<file path="src/rtl/bcd_pkg.sv">
// Shared constants, state encoding and helpers for the serial BCD subtractor.
package bcd_pkg;

  localparam int unsigned DIGITS  = 4;
  localparam int unsigned DIGIT_W = 4;
  localparam int unsigned WORD_W  = DIGITS * DIGIT_W;
  localparam int unsigned IDX_W   = 3;

  typedef enum logic [1:0] {
    IDLE,
    CALC,
    DONE
  } state_t;

  // True when any packed nibble is not a legal BCD digit.
  function automatic logic has_invalid(input logic [WORD_W-1:0] v);
    logic r;
    r = 1'b0;
    for (int i = 0; i < DIGITS; i++) begin
      if (v[i*DIGIT_W +: DIGIT_W] > 4'd9) r = 1'b1;
    end
    return r;
  endfunction

endpackage

</file>
<file path="src/rtl/bcd_sub4_serial_if.sv">
// Request/result bundle for the serial BCD subtractor.
interface bcd_sub4_serial_if;
  import bcd_pkg::*;

  logic              start;
  logic [WORD_W-1:0] a;
  logic [WORD_W-1:0] b;
  logic              bin;
  logic              busy;
  logic              done;
  logic [WORD_W-1:0] diff;
  logic              bout;
  logic              err;

  modport master (
    output start, a, b, bin,
    input  busy, done, diff, bout, err
  );

  modport slave (
    input  start, a, b, bin,
    output busy, done, diff, bout, err
  );

endinterface

</file>
<file path="src/rtl/bcd_digit_sub.sv">
// Single-digit BCD subtract with borrow: t = a - b - bin, wrapped by +10 when negative.
module bcd_digit_sub
  import bcd_pkg::*;
(
  input  logic [DIGIT_W-1:0] a,
  input  logic [DIGIT_W-1:0] b,
  input  logic               bin,
  output logic [DIGIT_W-1:0] digit,
  output logic               bout
);

  logic signed [DIGIT_W:0] t;

  // Signed 5-bit difference, then ten's-complement correction on underflow.
  always_comb begin
    t = $signed({1'b0, a}) - $signed({1'b0, b}) - $signed({{DIGIT_W{1'b0}}, bin});
    if (t[DIGIT_W]) begin
      digit = t[DIGIT_W-1:0] + 4'd10;
      bout  = 1'b1;
    end else begin
      digit = t[DIGIT_W-1:0];
      bout  = 1'b0;
    end
  end

endmodule

</file>
<file path="src/rtl/bcd_sub4_serial.sv">
// Four-digit packed-BCD subtractor, one digit per cycle through a shared digit slice.
module bcd_sub4_serial
  import bcd_pkg::*;
(
  input logic               clk,
  input logic               rst_n,
  bcd_sub4_serial_if.slave  bus
);

  // CALC runs index 0..3 over the digits, then one commit step at index 4
  // so the result lands on diff exactly five edges after accept.
  localparam logic [IDX_W-1:0] CommitIdx = IDX_W'(DIGITS);

  state_t             state_q;
  logic [IDX_W-1:0]   idx_q;
  logic [WORD_W-1:0]  a_q;
  logic [WORD_W-1:0]  b_q;
  logic [WORD_W-1:0]  res_q;
  logic               borrow_q;
  logic               busy_q;
  logic               done_q;
  logic [WORD_W-1:0]  diff_q;
  logic               bout_q;
  logic               err_q;

  logic [DIGIT_W-1:0] dig;
  logic               dig_bout;

  bcd_digit_sub u_digit (
    .a     (a_q[DIGIT_W-1:0]),
    .b     (b_q[DIGIT_W-1:0]),
    .bin   (borrow_q),
    .digit (dig),
    .bout  (dig_bout)
  );

  // Control FSM with registered outputs; operands shift right so the slice
  // always sees the current digit in the low nibble.
  always_ff @(posedge clk or negedge rst_n) begin
    if (!rst_n) begin
      state_q  <= IDLE;
      idx_q    <= '0;
      a_q      <= '0;
      b_q      <= '0;
      res_q    <= '0;
      borrow_q <= 1'b0;
      busy_q   <= 1'b0;
      done_q   <= 1'b0;
      diff_q   <= '0;
      bout_q   <= 1'b0;
      err_q    <= 1'b0;
    end else begin
      unique case (state_q)
        IDLE: begin
          done_q <= 1'b0;
          if (bus.start) begin
            a_q      <= bus.a;
            b_q      <= bus.b;
            borrow_q <= bus.bin;
            idx_q    <= '0;
            err_q    <= has_invalid(bus.a) | has_invalid(bus.b);
            busy_q   <= 1'b1;
            state_q  <= CALC;
          end
        end
        CALC: begin
          if (idx_q == CommitIdx) begin
            diff_q  <= err_q ? '0 : res_q;
            bout_q  <= err_q ? 1'b0 : borrow_q;
            done_q  <= 1'b1;
            state_q <= DONE;
          end else begin
            res_q    <= {dig, res_q[WORD_W-1:DIGIT_W]};
            a_q      <= {{DIGIT_W{1'b0}}, a_q[WORD_W-1:DIGIT_W]};
            b_q      <= {{DIGIT_W{1'b0}}, b_q[WORD_W-1:DIGIT_W]};
            borrow_q <= dig_bout;
            idx_q    <= idx_q + 1'b1;
          end
        end
        DONE: begin
          done_q  <= 1'b0;
          busy_q  <= 1'b0;
          state_q <= IDLE;
        end
        default: state_q <= IDLE;
      endcase
    end
  end

  assign bus.busy = busy_q;
  assign bus.done = done_q;
  assign bus.diff = diff_q;
  assign bus.bout = bout_q;
  assign bus.err  = err_q;

endmodule
</file>
<file path="src/flat_wrapper.sv">
// flat-port wrapper written by rule: the top's interface ports become plain ports
module bcd_sub4_serial_flat import bcd_pkg::*;
  (clk, rst_n, bus_start, bus_a, bus_b, bus_bin, bus_busy, bus_done, bus_diff, bus_bout, bus_err);
  bcd_sub4_serial_if bus_i ();
  input logic clk;
  input logic rst_n;
  input wire logic [$bits(bus_i.start)-1:0] bus_start;
  input wire logic [$bits(bus_i.a)-1:0] bus_a;
  input wire logic [$bits(bus_i.b)-1:0] bus_b;
  input wire logic [$bits(bus_i.bin)-1:0] bus_bin;
  output wire logic [$bits(bus_i.busy)-1:0] bus_busy;
  output wire logic [$bits(bus_i.done)-1:0] bus_done;
  output wire logic [$bits(bus_i.diff)-1:0] bus_diff;
  output wire logic [$bits(bus_i.bout)-1:0] bus_bout;
  output wire logic [$bits(bus_i.err)-1:0] bus_err;
  assign bus_i.start = bus_start;
  assign bus_i.a = bus_a;
  assign bus_i.b = bus_b;
  assign bus_i.bin = bus_bin;
  assign bus_busy = bus_i.busy;
  assign bus_done = bus_i.done;
  assign bus_diff = bus_i.diff;
  assign bus_bout = bus_i.bout;
  assign bus_err = bus_i.err;
  bcd_sub4_serial u_core (.clk(clk), .rst_n(rst_n), .bus(bus_i));
endmodule
</file>
<file path="config.mk">
export PLATFORM = sky130hd
export DESIGN_NAME = bcd_sub4_serial_flat
export DESIGN_NICKNAME = d
export VERILOG_FILES = /design/src/rtl/bcd_pkg.sv /design/src/rtl/bcd_sub4_serial_if.sv /design/src/rtl/bcd_digit_sub.sv /design/src/rtl/bcd_sub4_serial.sv /design/src/flat_wrapper.sv
export SDC_FILE = /design/constraint.sdc
export NUM_CORES = 1
export LEC_CHECK = 0
export ABC_AREA = 1
export CAP_MARGIN = 10
export CORE_ASPECT_RATIO = 1.5
export CORE_MARGIN = 2
export CORE_UTILIZATION = 40
export CTS_BUF_LIST = sky130_fd_sc_hd__clkbuf_16
export CTS_CLUSTER_SIZE = 12
export DETAILED_ROUTE_END_ITERATION = 8
export SYNTH_ARGS = -nofsm -noshare
export SYNTH_HDL_FRONTEND = slang
export SYNTH_SLANG_ARGS = --single-unit
</file>
<file path="constraint.sdc">
create_clock -name clk -period 6.3 [get_ports clk]
set_input_delay 0.63 -clock clk [delete_from_list [all_inputs] [get_ports clk]]
set_output_delay 0.63 -clock clk [all_outputs]
set_load 0.05 [all_outputs]
</file>
==> flow_metrics.env <==
export IMPL_status="finished, final reports clean"
export IMPL_rsz0062_at_grt="false"
export IMPL_reg2reg_from="u_core.b_q[0]"
export IMPL_vias_per_cell=4.89
export IMPL_slew_violations=0
export IMPL_place_gp_congestion=0.748
export IMPL_syn_to_final_growth_pct=25.7
export IMPL_async_reset_ff_frac=1.00
export IMPL_cts_tree="built"
export IMPL_numCtsBuffers=9
export IMPL_grt_start_max_net_pins=75
export IMPL_r2r_cells=13
export IMPL_yosysWarnings=0
export IMPL_syn_area_um2=3480
export IMPL_synth_largest_area_cell="dfrtp_1"
export IMPL_fin_crit_sh=0.405
export IMPL_r2r_end="u_core.res_q[15]"
export IMPL_worst_slew_pin_slew_ns=0.923
export IMPL_whs_path_depth=2
export IMPL_antenna_cells=0
export IMPL_synthFlopType="dfrtp_1"
export IMPL_dp_worst_setup_slack_ns=3.75
export IMPL_die_w_um=80.2
export IMPL_crit_path_end="u_core.res_q[15]"
export IMPL_postCtsHoldBufs=0
export IMPL_fin_cells=552
export IMPL_drt_drc_violations_left=0
export IMPL_clock_path_buffers=2
export IMPL_cp_required_ns=6.57
export IMPL_place_hpwl_um=4850
export IMPL_synthCells=391
export IMPL_crit_type="reg -> reg"
export IMPL_startpoint="u_core.b_q[0]"
export IMPL_root_buffer="clkbuf_16"
export IMPL_gr_max_usage_layer="met2"
export IMPL_use_met1=0.192
export IMPL_start_kind="flop"
export IMPL_start_util=0.414
export IMPL_hold_class="reg -> reg"
export IMPL_p_seq_frac=0.309
export IMPL_avgRoutedWirePerCell_um=12.4
export IMPL_pwr_share_clk=0.224
export IMPL_vias=2697
export IMPL_power_frac_comb=0.467
export IMPL_grt_usage=0.158
export IMPL_grt_pass1_wl_um=11700
export IMPL_synth_common_cells="nand2_1 (97), dfrtp_1 (74), inv_1 (62)"
export IMPL_ioPinCount=56
export IMPL_r2r_setup_slack_ns=3.75
export IMPL_dieHeight_um=118
export IMPL_ys_seq_elements=74
export IMPL_wl_um=6870
export IMPL_path_clk_slew_ns=0.06
export IMPL_clkLatencyLatePin_ns=0.32
export IMPL_layout_setup_ws_ns=3.75
export IMPL_yosys_cell_count_top_type="nand2_1"
export IMPL_h_tree_depth=3
export IMPL_switchingPower_uw=981
export IMPL_met2_usage=0.272
export IMPL_critPathCaptureType="flop"
export IMPL_finClkSkew_ns=0.00460
export IMPL_cp_arrival_ns=2.81
export IMPL_cts_repair_resized=0
export IMPL_rows=41
export IMPL_intPower_uw=1410
export IMPL_powerDensity_nw_per_um2=545
export IMPL_final_hold_viol_count=0
export IMPL_design_area_um2=4380
export IMPL_drt_pass1_iter_count=4
export IMPL_avgSynthCellArea_um2=8.91
export IMPL_portBuffers=55
export IMPL_finalNetCount=487
export IMPL_ant_nets=0
export IMPL_dp_cells=536
export IMPL_synth_edff_count=0
export IMPL_ys_seq_area_frac=0.532
export IMPL_leakage_uw=0.00208
export IMPL_setup_viol=0
export IMPL_syn_num_nets=438
export IMPL_synth_top_cell_area_share=0.532
export IMPL_n_fill_cell=831
export IMPL_relSlewSlack=0.385
export IMPL_cap_violations=0
export IMPL_yosys_top_cells_area="dfrtp_1 (53%), nand2_1 (10%), o21ai_0 (7.3%)"
export IMPL_setup_tns_ns=0
export IMPL_met3_usage=0.0229
export IMPL_post_route_min_period_ns=2.55
export IMPL_antenna_found_initial=0
export IMPL_place_area_um2=4060
export IMPL_ys_types=28
export IMPL_drt_iter0_drc=165
export IMPL_max_vdd_ir_drop_mv=0.259
export IMPL_fin_util=0.521
export IMPL_clock_fmax_mhz=392
export IMPL_grt_pass1_vias=2670
export IMPL_die_area_um2=9490
export IMPL_swShare=0.411
export IMPL_post_cts_buffers=0
export IMPL_clock_sinks=74
export IMPL_drive_above_1_share=0.0562
export IMPL_cp_max_fo=2
export IMPL_grt_overflow=0
export IMPL_core_um2=8410
registers in the layout (all words and copies together) (netlist names), 2 cells and up:
name / count
u_core.a_q: 16
u_core.b_q: 16
u_core.bus.diff: 16
u_core.res_q: 16
u_core.idx_q: 3
u_core.state_q: 2
power groups by stage:
| stage | logic, µW | clock network [µW] | registers, µW |
|---|---|---|---|
| 3_3_place_gp | 1090 | 0 | 744 |
| 5_1_grt | 1300 | 574 | 759 |
| 2_1_floorplan | 877 | 0 | 771 |
| 6_report | 1110 | 535 | 737 |
| 4_1_cts | 1130 | 548 | 740 |
| 3_5_place_dp | 1120 | 0 | 747 |
metrics by stage:
step / total power [µW] / hold slack, ns
floorplan: 1650 / 0.334
global placement: 1830 / 0.464
detailed placement: 1870 / 0.469
CTS: 2420 / 0.483
global route: 2630 / 0.495
finish: 2390 / 0.479
cell type report:
class,count,area [µm²],share of cell area
clock buffers,9,225,0.0514
clock inverters,7,93.8,0.0214
inverters,64,240,0.0549
multi-input cells,235,1280,0.293
flip-flops and latches,74,1850,0.423
well taps,107,134,0.0306
repair buffers,56,553,0.126
routing by layer:
metal,routed length [µm],vias up
li1,-,1366
met1,3060,1259
met2,3450,60
met3,228,12
met4,124,0
met5,0,-
worst min path at each step:
stage	startpoint	to
floorplan	rst_n	u_core.a_q[0]
global placement	u_core.bus.diff[3]	u_core.bus.diff[3]
detailed placement	u_core.bus.diff[10]	u_core.bus.diff[10]
CTS	u_core.bus.diff[5]	u_core.bus.diff[5]
global route	u_core.bus.diff[10]	u_core.bus.diff[10]
finish	u_core.bus.diff[7]	u_core.bus.diff[7]
layout by cell type, fill, tap and decap left out:
cell type	netlist	final
clkbuf_16	0	9
xor2_1	1	1
nand2_4	1	1
nor2_1	10	10
o31ai_1	13	13
clkinvlp_4	0	4
bufinv_16	0	2
inv_2	2	2
a31oi_1	4	4
and3_1	1	1
nand2_2	1	1
o211ai_1	16	16
ha_1	9	9
buf_4	2	1
buf_2	10	1
clkdlybuf4s50_1	0	54
inv_1	62	62
dfrtp_1	74	74
o31ai_2	1	1
clkinv_1	0	1
nor2_4	1	1
nand2_8	1	1
xnor2_1	2	2
a21oi_1	4	4
nand3b_1	1	1
nand3_2	1	1
o22ai_1	6	6
nand2_1	97	97
fa_1	2	2
nand3_1	12	12
o21ai_0	51	51
worst max-delay path: stages (launching register included):
cell and delay [ns]:
dfrtp_1 0.36, inv_1 0.13, fa_1 0.46, inv_1 0.07, ha_1 0.16, nor2_1 0.06
fa_1 0.42, xor2_1 0.19, inv_1 0.06, ha_1 0.21, nand3b_1 0.16, nand2_1 0.08
nand3_1 0.08, nand2_1 0.06
kinds of logic after synthesis:
family,count (synthesis),share of synthesized area
AOI/OAI and AO/OA,95,0.163
xor gates and xnor gates,3,0.00754
and+or+nand+nor,126,0.153
buffers and inverters,82,0.101
DFF,74,0.532
adders and majority gates,11,0.0438
Power figures use the tool's default switching activity.
